## src/rtl/riscv_pkg.sv

```systemverilog
// ============================================================================
// Module      : riscv_pkg
// Description : Shared RV32M datapath width, funct3 op codes and FSM states.
// Revision    : 1.0 - initial release
// ============================================================================
`default_nettype none

package riscv_pkg;

    localparam int XLEN = 32;

    localparam logic [2:0] c_f3_mul    = 3'b000;
    localparam logic [2:0] c_f3_mulh   = 3'b001;
    localparam logic [2:0] c_f3_mulhsu = 3'b010;
    localparam logic [2:0] c_f3_mulhu  = 3'b011;
    localparam logic [2:0] c_f3_div    = 3'b100;
    localparam logic [2:0] c_f3_divu   = 3'b101;
    localparam logic [2:0] c_f3_rem    = 3'b110;
    localparam logic [2:0] c_f3_remu   = 3'b111;

    typedef enum logic [2:0] {
        S_IDLE = 3'd0,
        S_PREP = 3'd1,
        S_CALC = 3'd2,
        S_FIX  = 3'd3,
        S_DONE = 3'd4
    } state_t;

endpackage

`default_nettype wire

```

## src/rtl/mul_div_unit.sv

```systemverilog
// ============================================================================
// Module      : mul_div_unit
// Description : Iterative RV32M multiply/divide unit, fixed 35-cycle latency.
// Revision    : 1.0 - initial release
// ============================================================================
`default_nettype none

module mul_div_unit
    import riscv_pkg::*;
#(
    parameter int XLEN = riscv_pkg::XLEN
) (
    input  logic            clk,
    input  logic            reset,
    input  logic            start,
    input  logic [2:0]      funct3,
    input  logic [XLEN-1:0] op_a,
    input  logic [XLEN-1:0] op_b,
    input  logic [4:0]      rd_in,
    output logic            busy,
    output logic            done,
    output logic [XLEN-1:0] result,
    output logic [4:0]      rd_out,
    output logic            reg_write
);

    localparam logic [XLEN-1:0] c_ones    = {XLEN{1'b1}};
    localparam logic [XLEN-1:0] c_min_neg = {1'b1, {(XLEN-1){1'b0}}};
    localparam logic [5:0]      c_last_it = 6'd31;

    state_t              r_state;
    state_t              w_state_next;

    logic [2:0]          r_funct3;
    logic [XLEN-1:0]     r_op_a;
    logic [XLEN-1:0]     r_op_b;
    logic [4:0]          r_rd_cap;
    logic [4:0]          r_rd_out;
    logic [XLEN-1:0]     r_result;
    logic [5:0]          r_count;

    // Shared shift register: {high, low} serves as product or {remainder, quotient}.
    logic [2*XLEN-1:0]   r_acc;
    logic [XLEN-1:0]     r_mag;
    logic                r_neg_q;
    logic                r_neg_r;
    logic                r_div_zero;
    logic                r_ovf;

    logic                w_is_div;
    logic                w_a_signed;
    logic                w_b_signed;
    logic                w_a_neg;
    logic                w_b_neg;
    logic [XLEN-1:0]     w_mag_a;
    logic [XLEN-1:0]     w_mag_b;
    logic [XLEN:0]       w_mul_sum;
    logic [XLEN:0]       w_div_trial;
    logic [2*XLEN-1:0]   w_acc_step;
    logic [2*XLEN-1:0]   w_prod;
    logic [XLEN-1:0]     w_quo;
    logic [XLEN-1:0]     w_rem;
    logic [XLEN-1:0]     w_fix_result;

    // ------------------------------------------------------------------
    // FSM
    // ------------------------------------------------------------------
    always_ff @(posedge clk) begin
        if (reset) begin
            r_state <= S_IDLE;
        end else begin
            r_state <= w_state_next;
        end
    end

    always_comb begin
        w_state_next = r_state;
        case (r_state)
            S_IDLE:  if (start) w_state_next = S_PREP;
            S_PREP:  w_state_next = S_CALC;
            S_CALC:  if (r_count == c_last_it) w_state_next = S_FIX;
            S_FIX:   w_state_next = S_DONE;
            S_DONE:  w_state_next = S_IDLE;
            default: w_state_next = S_IDLE;
        endcase
    end

    // ------------------------------------------------------------------
    // Operand preparation
    // ------------------------------------------------------------------
    always_comb begin
        w_is_div   = r_funct3[2];
        w_a_signed = (r_funct3 == c_f3_mulh) || (r_funct3 == c_f3_mulhsu) ||
                     (r_funct3 == c_f3_div)  || (r_funct3 == c_f3_rem);
        w_b_signed = (r_funct3 == c_f3_mulh) || (r_funct3 == c_f3_div) ||
                     (r_funct3 == c_f3_rem);
        w_a_neg    = w_a_signed && r_op_a[XLEN-1];
        w_b_neg    = w_b_signed && r_op_b[XLEN-1];
        w_mag_a    = w_a_neg ? (~r_op_a + 1'b1) : r_op_a;
        w_mag_b    = w_b_neg ? (~r_op_b + 1'b1) : r_op_b;
    end

    // ------------------------------------------------------------------
    // One iteration: shift-add multiply or restoring divide
    // ------------------------------------------------------------------
    always_comb begin
        w_mul_sum   = {1'b0, r_acc[2*XLEN-1:XLEN]} + {1'b0, r_mag};
        w_div_trial = r_acc[2*XLEN-1:XLEN-1] - {1'b0, r_mag};
        if (w_is_div) begin
            if (w_div_trial[XLEN]) begin
                w_acc_step = {r_acc[2*XLEN-2:0], 1'b0};
            end else begin
                w_acc_step = {w_div_trial[XLEN-1:0], r_acc[XLEN-2:0], 1'b1};
            end
        end else begin
            if (r_acc[0]) begin
                w_acc_step = {w_mul_sum, r_acc[XLEN-1:1]};
            end else begin
                w_acc_step = {1'b0, r_acc[2*XLEN-1:1]};
            end
        end
    end

    // ------------------------------------------------------------------
    // Sign correction and result selection
    // ------------------------------------------------------------------
    always_comb begin
        w_prod = r_neg_q ? (~r_acc + 1'b1) : r_acc;
        w_quo  = r_neg_q ? (~r_acc[XLEN-1:0] + 1'b1) : r_acc[XLEN-1:0];
        w_rem  = r_neg_r ? (~r_acc[2*XLEN-1:XLEN] + 1'b1) : r_acc[2*XLEN-1:XLEN];
        w_fix_result = '0;
        case (r_funct3)
            c_f3_mul: begin
                w_fix_result = w_prod[XLEN-1:0];
            end
            c_f3_mulh, c_f3_mulhsu, c_f3_mulhu: begin
                w_fix_result = w_prod[2*XLEN-1:XLEN];
            end
            c_f3_div, c_f3_divu: begin
                if (r_div_zero)  w_fix_result = c_ones;
                else if (r_ovf)  w_fix_result = c_min_neg;
                else             w_fix_result = w_quo;
            end
            default: begin
                if (r_div_zero)  w_fix_result = r_op_a;
                else if (r_ovf)  w_fix_result = '0;
                else             w_fix_result = w_rem;
            end
        endcase
    end

    // ------------------------------------------------------------------
    // Datapath registers
    // ------------------------------------------------------------------
    always_ff @(posedge clk) begin
        if (reset) begin
            r_funct3   <= '0;
            r_op_a     <= '0;
            r_op_b     <= '0;
            r_rd_cap   <= '0;
            r_rd_out   <= '0;
            r_result   <= '0;
            r_count    <= '0;
            r_acc      <= '0;
            r_mag      <= '0;
            r_neg_q    <= 1'b0;
            r_neg_r    <= 1'b0;
            r_div_zero <= 1'b0;
            r_ovf      <= 1'b0;
        end else begin
            case (r_state)
                S_IDLE: begin
                    if (start) begin
                        r_funct3 <= funct3;
                        r_op_a   <= op_a;
                        r_op_b   <= op_b;
                        r_rd_cap <= rd_in;
                    end
                end
                S_PREP: begin
                    r_count    <= '0;
                    r_neg_q    <= w_a_neg ^ w_b_neg;
                    r_neg_r    <= w_a_neg;
                    r_div_zero <= w_is_div && (r_op_b == '0);
                    r_ovf      <= w_is_div && !r_funct3[0] &&
                                  (r_op_a == c_min_neg) && (r_op_b == c_ones);
                    if (w_is_div) begin
                        r_mag <= w_mag_b;
                        r_acc <= {{XLEN{1'b0}}, w_mag_a};
                    end else begin
                        r_mag <= w_mag_a;
                        r_acc <= {{XLEN{1'b0}}, w_mag_b};
                    end
                end
                S_CALC: begin
                    r_acc   <= w_acc_step;
                    r_count <= r_count + 6'd1;
                end
                S_FIX: begin
                    r_result <= w_fix_result;
                    r_rd_out <= r_rd_cap;
                    r_count  <= '0;
                end
                default: begin
                end
            endcase
        end
    end

    assign busy      = (r_state != S_IDLE);
    assign done      = (r_state == S_DONE);
    assign result    = r_result;
    assign rd_out    = r_rd_out;
    assign reg_write = done && (r_rd_out != 5'd0);

endmodule

`default_nettype wire

```

## config.mk

```make
export PLATFORM = sky130hd
export DESIGN_NAME = mul_div_unit
export DESIGN_NICKNAME = d
export VERILOG_FILES = /design/src/rtl/riscv_pkg.sv /design/src/rtl/mul_div_unit.sv
export SDC_FILE = /design/constraint.sdc
export NUM_CORES = 1
export LEC_CHECK = 0
export CORE_ASPECT_RATIO = 0.75
export CORE_MARGIN = 8
export CORE_UTILIZATION = 40
export CTS_CLUSTER_SIZE = 24
export DETAILED_ROUTE_END_ITERATION = 12
export RECOVER_POWER = 25
export SKIP_LAST_GASP = 1
export SYNTH_ARGS = -nofsm -noshare
export SYNTH_HDL_FRONTEND = slang
export SYNTH_SLANG_ARGS = --single-unit
```

## constraint.sdc

```tcl
create_clock -name clk -period 5 [get_ports clk]
set_input_delay 1 -clock clk [delete_from_list [all_inputs] [get_ports clk]]
set_output_delay 1 -clock clk [all_outputs]
set_load 0.05 [all_outputs]
```

Word-level counts from Yosys, hierarchy flattened:

Cells that the tools add are included.

* register bits after elaboration: 218
* input port bits: 75

* reduce and logical (&&, ||, !) cells: 25
* multiplexer cells: 20
* eq/ne operators: 15
* $add $sub $neg: 8
* bitwise logic cells: 6

Operators by type and width (number)
* $mux 32: 10
* $mux 64: 4
* $add 32x1->32 const B: 4
* $not 32->32: 4
* $pmux 64 s2: 1
* $pmux 32 s3: 1
* $add 64x1->64 const B: 1
* $eq 32x32->1 const B: 2
* $not 64->64: 1
* $add 32x32->33: 1
* $sub 33x32->33: 1
* $logic_not 32->1: 1
* $eq 3x2->1 const B: 4
* $eq 3x3->1 const B: 4
* $pmux 3 s4: 1
* $pmux 6 s2: 1
* $logic_and 1x1->1: 7
* $add 6x1->6 const B: 1
* $eq 3x1->1 const B: 2
* $eq 6x5->1 const B: 1
* $logic_not 3->1: 2
* $mux 3: 2
* $logic_or 1x1->1: 5
* $reduce_bool 5->1: 1
* other kinds (8): 12

Depth between registers and ports, before layout:

Gate-level depths: netlist (run 1).

* word-level depth: 8
* depth in mapped cells: 16

Least setup slack after synthesis (run 1):

Ideal clock, no wire load.

* kind: register to register
* start: register r_acc[31]
* end: register r_acc[47]
* arrival: 3.676 ns
* slack: 1.202 ns
* period minus slack after synthesis: 3.798 ns
* stages on the path, launching flop included: 16
* setup time: 0.122 ns
* path buffers: 2
* path through: dfxtp_1 > clkbuf_1 > inv_1 > ha_1 > fa_1 > nand2b_1 > a21oi_1 > o211ai_1 > o21ai_0 > a21o_1 > a21oi_1 > or4_1 > clkbuf_1 > nand2_1 > mux2_2 > a221o_1

* word-level cells in the longest chain between the ends: 4

Ends and longest elaborated chain
* from (decl): RTL line mul_div_unit.sv:43 `logic [2*XLEN-1:0] r_acc;`
* from (signal assigned): RTL line mul_div_unit.sv:189 `r_acc <= {{XLEN{1'b0}}, w_mag_a};`
* from (signal assigned): RTL line mul_div_unit.sv:192 `r_acc <= {{XLEN{1'b0}}, w_mag_b};`
* from (signal assigned): RTL line mul_div_unit.sv:196 `r_acc <= w_acc_step;`
* $sub 33x32->33: RTL line mul_div_unit.sv:108 `w_div_trial = r_acc[2*XLEN-1:XLEN-1] - {1'b0, r_mag};`
* $mux 64: RTL line mul_div_unit.sv:110 `if (w_div_trial[XLEN]) begin`
* $mux 64: RTL line mul_div_unit.sv:109 `if (w_is_div) begin`
* $pmux 64 s2: RTL line mul_div_unit.sv:171 `case (r_state)`

No other way between the ends.
A chain may end at the register's enable or synchronous reset.

Worst setup path in the final report (run 1):

* start: register r_acc[32]
* end: register r_acc[44]

* word-level cells in the longest chain between the ends: 4

Ends and longest elaborated chain (RTL line)
* $sub 33x32->33 or $add 32x32->33 (tied branches): mul_div_unit.sv:108, mul_div_unit.sv:107
* $mux 64, on equally long branches: mul_div_unit.sv:110, mul_div_unit.sv:116
* $mux 64 (*): mul_div_unit.sv:109
* $pmux 64 s2 (*): mul_div_unit.sv:171

Every way passes the cells marked *; elsewhere a longest branch is shown, timed or not.

==> results of run 1 <==
==> flip-flops by register name (all words and copies together) (netlist names) <==
signal,flops
r_acc,64
r_state,3
result,32
r_div_zero,1
r_rd_cap,5
r_count,6
r_neg_r,1
r_op_b,32
r_op_a,32
rd_out,5
r_neg_q,1
r_mag,32
r_ovf,1
r_funct3,3
==> per-stage QoR <==
step | hold slack [ns] | setup slack, ns | instance area [um2] | total power, mW
5_1_grt | 0.476 | 0.717 | 19500 | 6.06
6_report | 0.459 | 0.894 | 19500 | 5.82
4_1_cts | 0.460 | 0.976 | 19500 | 5.78
2_1_floorplan | 0.432 | 1.20 | 17200 | 3.24
3_3_place_gp | 0.437 | 1.14 | 18700 | 3.87
3_5_place_dp | 0.447 | 0.980 | 18700 | 3.88
==> logic make-up after synthesis <==
kind of cell,Yosys count
xor gates and xnor gates,205
muxes,85
DFF,218
buffers and inverters,263
AOI/OAI and AO/OA,717
and+or+nand+nor,797
adders and majority gates,72
==> worst paths after layout <==
path	startpoint	slack, ns	end	cells past startpoint
max	r_acc[32]	0.89	r_acc[44]	14
min	r_rd_cap[1]	0.46	r_rd_cap[1]	2
max reg2reg	r_acc[32]	0.89	r_acc[44]	14
min reg2reg	r_rd_cap[1]	0.46	r_rd_cap[1]	2
==> per-layer routing <==
metal | GRT usage | share of wire | up-vias
met2 | 0.362 | 0.40 | 973
met4 | 0.0616 | 0.027 | 2
met5 | 0 | 0.00016 | -
met3 | 0.0502 | 0.10 | 117
met1 | 0.386 | 0.47 | 8715
li1 | - | - | 8450
==> area by class of cell <==
cell class	instances	area, um2	area share
Clock buffer	32	672	0.0345
Clock inverter	12	144	0.00738
Tap cell	569	712	0.0365
Inverter	66	248	0.0127
Multi-Input combinational cell	1876	11800	0.607
Timing Repair Buffer	163	1520	0.0777
Sequential cell	218	4370	0.224
==> Yosys cell counts, types with 5 or more instances <==
cell type and count:
sky130_fd_sc_hd__a22oi_1 11, sky130_fd_sc_hd__o221ai_1 17, sky130_fd_sc_hd__nor3_1 41, sky130_fd_sc_hd__o22ai_1 8, sky130_fd_sc_hd__a221o_1 6, sky130_fd_sc_hd__buf_1 13
sky130_fd_sc_hd__a21oi_1 267, sky130_fd_sc_hd__o21a_1 11, sky130_fd_sc_hd__clkbuf_1 170, sky130_fd_sc_hd__nand3b_1 6, sky130_fd_sc_hd__nor3b_1 5, sky130_fd_sc_hd__nor2_1 167
sky130_fd_sc_hd__nand3_1 36, sky130_fd_sc_hd__xnor2_1 114, sky130_fd_sc_hd__inv_1 65, sky130_fd_sc_hd__a211o_1 7, sky130_fd_sc_hd__nand2b_1 19, sky130_fd_sc_hd__a21o_1 28
sky130_fd_sc_hd__dfxtp_1 218, sky130_fd_sc_hd__o211ai_1 36, sky130_fd_sc_hd__a32o_1 8, sky130_fd_sc_hd__nand2_1 374, sky130_fd_sc_hd__mux2_2 12, sky130_fd_sc_hd__nor4_1 32
sky130_fd_sc_hd__nor2b_1 13, sky130_fd_sc_hd__and3_1 8, sky130_fd_sc_hd__mux2i_1 73, sky130_fd_sc_hd__a31oi_1 14, sky130_fd_sc_hd__nand4_1 25, sky130_fd_sc_hd__a22o_1 9
sky130_fd_sc_hd__a221oi_1 51, sky130_fd_sc_hd__a211oi_1 18, sky130_fd_sc_hd__xor2_1 91, sky130_fd_sc_hd__ha_1 70, sky130_fd_sc_hd__or3_1 20, sky130_fd_sc_hd__or2_2 5
sky130_fd_sc_hd__or4_1 19, sky130_fd_sc_hd__buf_2 9, sky130_fd_sc_hd__and2_1 8, sky130_fd_sc_hd__o41ai_1 11, sky130_fd_sc_hd__o31ai_1 31, sky130_fd_sc_hd__o21ai_0 134
==> worst max-delay path: stages, from the launching register on <==
cell	delay, ns
sky130_fd_sc_hd__dfxtp_1	0.55
sky130_fd_sc_hd__inv_1	0.15
sky130_fd_sc_hd__fa_1	0.45
sky130_fd_sc_hd__nand2b_1	0.19
sky130_fd_sc_hd__a21oi_1	0.32
sky130_fd_sc_hd__o211ai_1	0.17
sky130_fd_sc_hd__o21ai_0	0.21
sky130_fd_sc_hd__buf_4	0.18
sky130_fd_sc_hd__a21o_1	0.19
sky130_fd_sc_hd__a21oi_1	0.17
sky130_fd_sc_hd__a21o_1	0.31
sky130_fd_sc_hd__nor2_2	0.46
sky130_fd_sc_hd__buf_4	0.34
sky130_fd_sc_hd__o31a_1	0.16
sky130_fd_sc_hd__o21ai_0	0.09
==> power by group through the flow <==
stage | logic (mW) | registers (mW) | clock network (mW)
final | 1.93 | 1.98 | 1.91
after detailed placement | 1.87 | 2.02 | 0
after global routing | 2.06 | 1.99 | 2.00
after floorplan | 1.32 | 1.93 | 0
after CTS | 1.88 | 1.98 | 1.93
after global placement | 1.85 | 2.02 | 0
==> results.toml, run 1 <==
[synth]
synth_sequential_area_ratio = 0.254
synth_top_area_cell = "sky130_fd_sc_hd__dfxtp_1"
synth_fp_nets = 2504
synth-adder-area-share = 0.0533
yosysTopAreaCellShare = 0.254
post_synthesis_share_of_cell_area_spent_on_xor_and_xnor_gates = 0.104
async_flop_share = 0
synth_enable_flop_cells = 0
synth_cells = 2357
post_synth_mux_area_share = 0.0504
synth_top_family_by_area = "compound AO/OA/AOI/OAI gates"
ys_ff_latch = 218
yosys.area_share.simple = 0.213
synth.avg_cell_area_um2 = 7.29
yosys_warnings = 0
synthTopCellsByArea = "sky130_fd_sc_hd__dfxtp_1 25%, sky130_fd_sc_hd__nand2_1 8.2%, sky130_fd_sc_hd__a21oi_1 7.8%"
synth_compound_gate_area_share = 0.266
synthDistinctLibCells = 83
synth.cell_area_um2 = 17200
yosys_most_used_dff = "sky130_fd_sc_hd__dfxtp_1"

[pwr]
cellLeakagePower_nw = 7.57
power_frac_seq = 0.341
clock_power_share = 0.328
share_of_total_power_in_combinational_logic = 0.331
powerDensity_nw_per_um2 = 299
switching_share = 0.379
cell_internal_pwr_mw = 3.62
peakVddDrop_uv = 200
power_switching_mw = 2.21

[floorplan]
start_util = 0.407
die-area_um2 = 49900
core.rowCount = 65
dieHeight_um = 196
num_io_pins = 115
floorplan.die.width_um = 255
placeableCoreArea_um2 = 42200

[timing]
rsz0062_at_grt = "false"
worst_slew_pin_slew_ns = 2.38
max_slew_margin = -0.590
finalSetupViolations = 0
fmax_mhz = 244
period_minus_slack_ns = 4.11
skew_ns = 0.0190
report.final.hold_viol_count = 0
setup_tns_ns = 0
final-max-slew-violation-count = 73
fin_crit_sh = 0.821

[status]
violations_in_the_final_reports = "capacitance limit, slew limit"
result_of_the_run = "complete, but fails checks"

[clock_tree]
cts-root-buf = "sky130_fd_sc_hd__clkbuf_16"
postCtsSetupRepairBufs = 0
tritoncts = "yes"
cts_resized = 0
cts_hold_buffers = 0
worst_skew_pair.late_latency_ns = 0.55
cts_num_sinks = 218
clock_buffers_created_by_tritoncts = 24
cts.clk_slew.worst_paths_ns = 0.07
cts-htree-levels = 1
max-clock-path-buffers = 3

[final_layout]
antenna_cells = 0
area_delta_synth_final_pct = 13.3
stdcell_count = 2936
finish.net_count = 2496
most_common_library_cell_in_the_layout_ignoring_fill_and_taps = "sky130_fd_sc_hd__nand2_1"
fillerInstances = 4219
most_frequent_cells_in_the_layout = "373 x sky130_fd_sc_hd__nand2_1, 267 x sky130_fd_sc_hd__a21oi_1, 216 x sky130_fd_sc_hd__dfxtp_1"
post_route_cells_drive_above_1_share = 0.0562
final_core_utilization = 0.462

[placed_design]
placedCellCount = 2892
placement.io_buffers = 114
dp.final_hpwl_mm = 50.0
gp_congestion = 0.993

[drt]
wirelength_mm = 67.5
detailedRoute.firstPassIterationCount = 6
dr.first_iter.drc_count = 2302
routed_wire_length_per_instance_um = 23.0
viasPerCell = 6.22
drt_drc_violations_left = 0
vias = 18257
number_of_nets_with_antenna_violations_after_routing = 0

[critical_path]
setup.worst_path.class = "reg2reg"
crit_required_ns = 5.39
critical_path.max_fanout = 12
worstSetupStartpointType = "flip-flop"
worst_ep_arrival_ns = 4.49
critical_path.endpoint_type = "flip-flop"

[grt]
via_count_of_the_first_global_routing_pass = 16484
wire_length_of_the_first_global_routing_pass_mm = 103
global_route.overflow_total = 0
grt_util_all_layers = 0.255
grt_max_degree = 164
antenna_found_initial = 1

[min_path]
hold_path_class = "reg2reg"

[flow_run]
drv_cap = 2
Note: power is estimated with default switching activity, not from simulation.
==> run 2: changes to the inputs <==
==> constraint.sdc (replaced) <==
create_clock -name clk -period 3.4 [get_ports clk]
set_input_delay 0.68 -clock clk [delete_from_list [all_inputs] [get_ports clk]]
set_output_delay 0.68 -clock clk [all_outputs]
set_load 0.05 [all_outputs]
==> results.toml, run 2 (synthesized netlist as in run 1, its figures left out) <==
[min_path]
hold_path_class = "reg2reg"

[placed_design]
placement.io_buffers = 114
gp_congestion = 0.976
placement.cell_area_um2 = 19800
dp.final_hpwl_mm = 54.6

[critical_path]
critical_path.endpoint_type = "flip-flop"
setup.worst_path.class = "reg2reg"
critical_path.slowest_cell = "sky130_fd_sc_hd__a221oi_2"
crit_required_ns = 3.83
cpMostUsedCell = "sky130_fd_sc_hd__buf_4"
timing.critical_path.cells = "ha_1 -> nand2_1 -> nor2_1 -> a221oi_2 -> buf_4 -> nand3_1 -> buf_4 -> a31o_2 -> a221oi_1 -> xor2_1 -> o21ai_0 -> a31oi_1 -> o31ai_1"
worst_ep_arrival_ns = 3.84
critical_path.max_fanout = 6
cp_slowest_stage_delay_ns = 0.47
worstSetupStartpointType = "flip-flop"

[clock_tree]
worst_skew_pair.late_latency_ns = 0.56
tritoncts = "yes"
cts-htree-levels = 1
cts-root-buf = "sky130_fd_sc_hd__clkbuf_16"
cts_hold_buffers = 0
cts_num_sinks = 218
max-clock-path-buffers = 3
clock_buffers_created_by_tritoncts = 25
cts.clk_slew.worst_paths_ns = 0.07

[flow_run]
drv_cap = 0

[drt]
wirelength_mm = 71.4
detailedRoute.firstPassIterationCount = 6
drt_drc_violations_left = 0
viasPerCell = 6.09
dr.first_iter.drc_count = 2211
routed_wire_length_per_instance_um = 23.2
number_of_nets_with_antenna_violations_after_routing = 0
vias = 18758

[final_layout]
antenna_cells = 0
top_register = "r_acc"
footprint_of_the_multi_input_gates_um2 = 12100
regArea_um2 = 4370
largest_reg_flops = 64
fillerInstances = 4146
most_frequent_cells_in_the_layout = "372 x sky130_fd_sc_hd__nand2_1, 264 x sky130_fd_sc_hd__a21oi_1, 216 x sky130_fd_sc_hd__dfxtp_1"
final_cell_area_um2 = 20900
post_route_cells_drive_above_1_share = 0.125
finish.net_count = 2641
area_delta_synth_final_pct = 21.4
most_common_library_cell_in_the_layout_ignoring_fill_and_taps = "sky130_fd_sc_hd__nand2_1"

[grt]
via_count_of_the_first_global_routing_pass = 17603
grt_util_all_layers = 0.271
antenna_found_initial = 0
wire_length_of_the_first_global_routing_pass_mm = 109
grt_max_degree = 129
global_route.overflow_total = 0

[timing]
finalSetupViolations = 1
report.final.hold_viol_count = 0
period_minus_slack_ns = 3.41
worst_slew_pin_slew_ns = 1.51
final-max-slew-violation-count = 63
skew_ns = 0.0240
hold_slack_ns = 0.456
worst_slack_ns = -0.00999
fmax_mhz = 293
fin_crit_sh = 1.00
max_slew_margin = -0.00674
rsz0062_at_grt = "true"

[status]
result_of_the_run = "complete, but fails checks"
violations_in_the_final_reports = "slew limit, setup timing"

[floorplan]
start_util = 0.407
placeableCoreArea_um2 = 42200
die-area_um2 = 49900
dieHeight_um = 196
num_io_pins = 115
floorplan.die.width_um = 255
core.rowCount = 65

[pwr]
peakVddDrop_uv = 348
powerDensity_nw_per_um2 = 434
cellLeakagePower_nw = 8.39
==> run 2: final timing paths <==
check / start / to / slack (ns) / cells after the start
max: r_acc[49] / r_acc[60] / -0.01 / 13
min: r_rd_cap[2] / rd_out[2] / 0.46 / 2
max reg2reg: r_acc[49] / r_acc[60] / -0.01 / 13
min reg2reg: r_rd_cap[2] / rd_out[2] / 0.46 / 2
==> run 2: layer usage <==
layer  global-route usage  routed length (um)
met1                0.410               33900
met2                0.383               28500
met3               0.0487                6710
met4               0.0776                2290
met5                    0                   0
==> run 2: where the power goes <==
group / switching (mW) / internal, mW
logic: 2.01 / 1.30
registers: 0.181 / 2.67
clock network: 1.22 / 1.68
total: 3.41 / 5.65
==> run 2: timing repair <==
action                     in CTS  in global routing
pin swaps                       0                 16
gates cloned                    0                  0
setup endpoints to repair       4                 61
resized for setup               3                 47
hold endpoints to repair        0                  0
setup buffers                   0                  4
==> run 2: metrics by stage <==
step | std cells | setup TNS [ns] | worst slack (ns) | util | total power, mW
3_3_place_gp | 3032 | 0 | 0.0268 | 0.469 | 5.96
2_1_floorplan | 2357 | 0 | 0.0146 | - | 4.80
4_1_cts | 3077 | 0 | 0.0459 | 0.489 | 8.88
3_5_place_dp | 3032 | -0.0630 | -0.0414 | 0.469 | 5.99
5_1_grt | 3081 | -0.212 | -0.0603 | 0.494 | 9.46
6_report | 3081 | -0.00999 | -0.00999 | 0.494 | 9.06
==> run 2: final cells by class <==
type | count | area share
Inverter | 66 | 0.0119
Tap cell | 569 | 0.0341
Sequential cell | 218 | 0.209
Timing Repair Buffer | 307 | 0.126
Clock inverter | 14 | 0.00881
Multi-Input combinational cell | 1876 | 0.578
Clock buffer | 31 | 0.0315
==> run 2: critical path: cells and delay by family, from the launching register on <==
kind	cells	cell delay [ns]
DFF	1	0.31
and+or+nand+nor	3	0.48
AOI/OAI and AO/OA	6	1.43
xor gates and xnor gates	1	0.29
adders and majority gates	1	0.38
buffers and inverters	2	0.37
==> run 3: changes to the inputs <==
--- a/config.mk
+++ b/config.mk
@@ -6,7 +6,6 @@
 export NUM_CORES = 1
 export LEC_CHECK = 0
 export CORE_ASPECT_RATIO = 0.75
-export CORE_MARGIN = 8
 export CORE_UTILIZATION = 40
 export CTS_CLUSTER_SIZE = 24
 export DETAILED_ROUTE_END_ITERATION = 12
==> results.toml, run 3 (synthesized netlist as in run 1, its figures left out) <==
[status]
result_of_the_run = "complete, but fails checks"
violations_in_the_final_reports = "capacitance limit, slew limit"

[timing]
max_slew_margin = -0.0635
skew_ns = 0.0184
finalSetupViolations = 0
setup_tns_ns = 0
hold_slack_ns = 0.457
fmax_mhz = 297
report.final.hold_viol_count = 0
rsz0062_at_grt = "true"
worst_slew_pin_slew_ns = 1.60
period_minus_slack_ns = 3.37
final-max-slew-violation-count = 55
fin_crit_sh = 0.992

[drt]
detailedRoute.firstPassIterationCount = 6
wirelength_mm = 68.5
drt_drc_violations_left = 0
routed_wire_length_per_instance_um = 22.3
dr.first_iter.drc_count = 2157
number_of_nets_with_antenna_violations_after_routing = 0
viasPerCell = 6.08
vias = 18692

[floorplan]
die-area_um2 = 43800
core.rowCount = 65
start_util = 0.407
num_io_pins = 115
floorplan.die.width_um = 241
dieHeight_um = 182
placeableCoreArea_um2 = 42200

[placed_design]
gp_congestion = 1.01
dp.final_hpwl_mm = 52.2
placement.io_buffers = 114

[clock_tree]
cts-root-buf = "sky130_fd_sc_hd__clkbuf_16"
cts.clk_slew.worst_paths_ns = 0.07
max-clock-path-buffers = 3
worst_skew_pair.late_latency_ns = 0.55
cts-htree-levels = 1
cts_num_sinks = 218
tritoncts = "yes"
cts_hold_buffers = 0
clock_buffers_created_by_tritoncts = 24

[final_layout]
post_route_cells_drive_above_1_share = 0.121
antenna_cells = 0
largest_reg_flops = 64
top_register = "r_acc"
most_frequent_cells_in_the_layout = "372 x sky130_fd_sc_hd__nand2_1, 263 x sky130_fd_sc_hd__a21oi_1, 215 x sky130_fd_sc_hd__dfxtp_1"
area_delta_synth_final_pct = 20.7
final_core_utilization = 0.492
finish.net_count = 2634
most_common_library_cell_in_the_layout_ignoring_fill_and_taps = "sky130_fd_sc_hd__nand2_1"

[critical_path]
worst_ep_arrival_ns = 3.84
setup.worst_path.start = "r_acc[5]"
timing.critical_path.cells = "or4_4 -> nor4_4 -> nand4_1 -> or4_1 -> or4_4 -> o21ai_0 -> xor2_1 -> o221ai_1 -> nand3_1 -> a21oi_1"
critical_path.slowest_cell = "sky130_fd_sc_hd__or4_4"
crit_required_ns = 3.87
critical_path.endpoint_type = "flip-flop"
setup.worst_path.class = "reg2reg"
critical_path.max_fanout = 5
cp_slowest_stage_delay_ns = 0.60
worstSetupStartpointType = "flip-flop"
r2r_start = "r_acc[5]"
reg2regPathDepth = 10
cpMostUsedCell = "sky130_fd_sc_hd__or4_4"

[grt]
grt_util_all_layers = 0.302
via_count_of_the_first_global_routing_pass = 16776
wire_length_of_the_first_global_routing_pass_mm = 102
grt_max_degree = 73
global_route.overflow_total = 0
antenna_found_initial = 0

[pwr]
share_of_total_power_in_combinational_logic = 0.366
cellLeakagePower_nw = 8.32
switching_share = 0.379
power_switching_mw = 3.41
peakVddDrop_uv = 311
clock_power_share = 0.317
power_frac_seq = 0.317
powerDensity_nw_per_um2 = 434
cell_internal_pwr_mw = 5.59

[flow_run]
drv_cap = 2

[min_path]
hold_start = "r_rd_cap[1]"
hold_path_class = "reg2reg"
min_path_cells = 2
[run 3: repair_timing]
action | CTS | global route
buffers inserted | 0 | 2
pin swaps | 1 | 17
endpoints found under the hold margin | 0 | 0
setup endpoints to repair | 5 | 43
resized for setup | 4 | 39
gates cloned | 0 | 1
[run 3: power groups by stage]
stage / sequential (mW) / combinational [mW] / clock (mW)
floorplan: 2.84 / 1.97 / 0
detailed placement: 2.90 / 3.06 / 0
global placement: 2.90 / 3.04 / 0
global route: 2.86 / 3.53 / 2.99
finish: 2.85 / 3.30 / 2.85
CTS: 2.84 / 3.08 / 2.89
[run 3: final timing paths]
check	to	slack, ns
worst max-delay path	result[18]	0.03
worst min-delay path	r_rd_cap[1]	0.46
worst max register to register	result[18]	0.03
worst min register to register	r_rd_cap[1]	0.46
[run 3: critical path, delay by kind of cell (launching register included)]
kind,cells,cell delay (ns)
XOR/XNOR,1,0.09
AND/OR/NAND/NOR,6,2.23
flip-flops,1,0.31
AO/OA/AOI/OAI,3,0.64
[run 3: area by class of cell]
| class | count | area (um2) |
|---|---|---|
| fillers | 4220 | 21500 |
| well taps | 569 | 712 |
| clock buffers | 28 | 678 |
| clock inverters | 16 | 170 |
| inverters | 66 | 248 |
| repair buffers | 301 | 2560 |
| flip-flops and latches | 218 | 4370 |
| multi-input cells | 1876 | 12000 |
[run 3: layer usage]
metal  track usage  share of wire
met1         0.462           0.47
met2         0.429           0.41
met3        0.0558          0.095
met4        0.0686          0.024
met5             0              0
[run 3: per-stage QoR]
stage                     total power [mW]  std cells  setup WS (ns)  instance area (um2)
after global placement                5.94       3027        -0.0673                19700
after detailed placement              5.96       3027        -0.0789                19700
after floorplan                       4.80       2357         0.0146                17200
final                                 9.01       3074         0.0282                20800
after global routing                  9.39       3074         -0.117                20800
after CTS                             8.82       3071        0.00149                20600
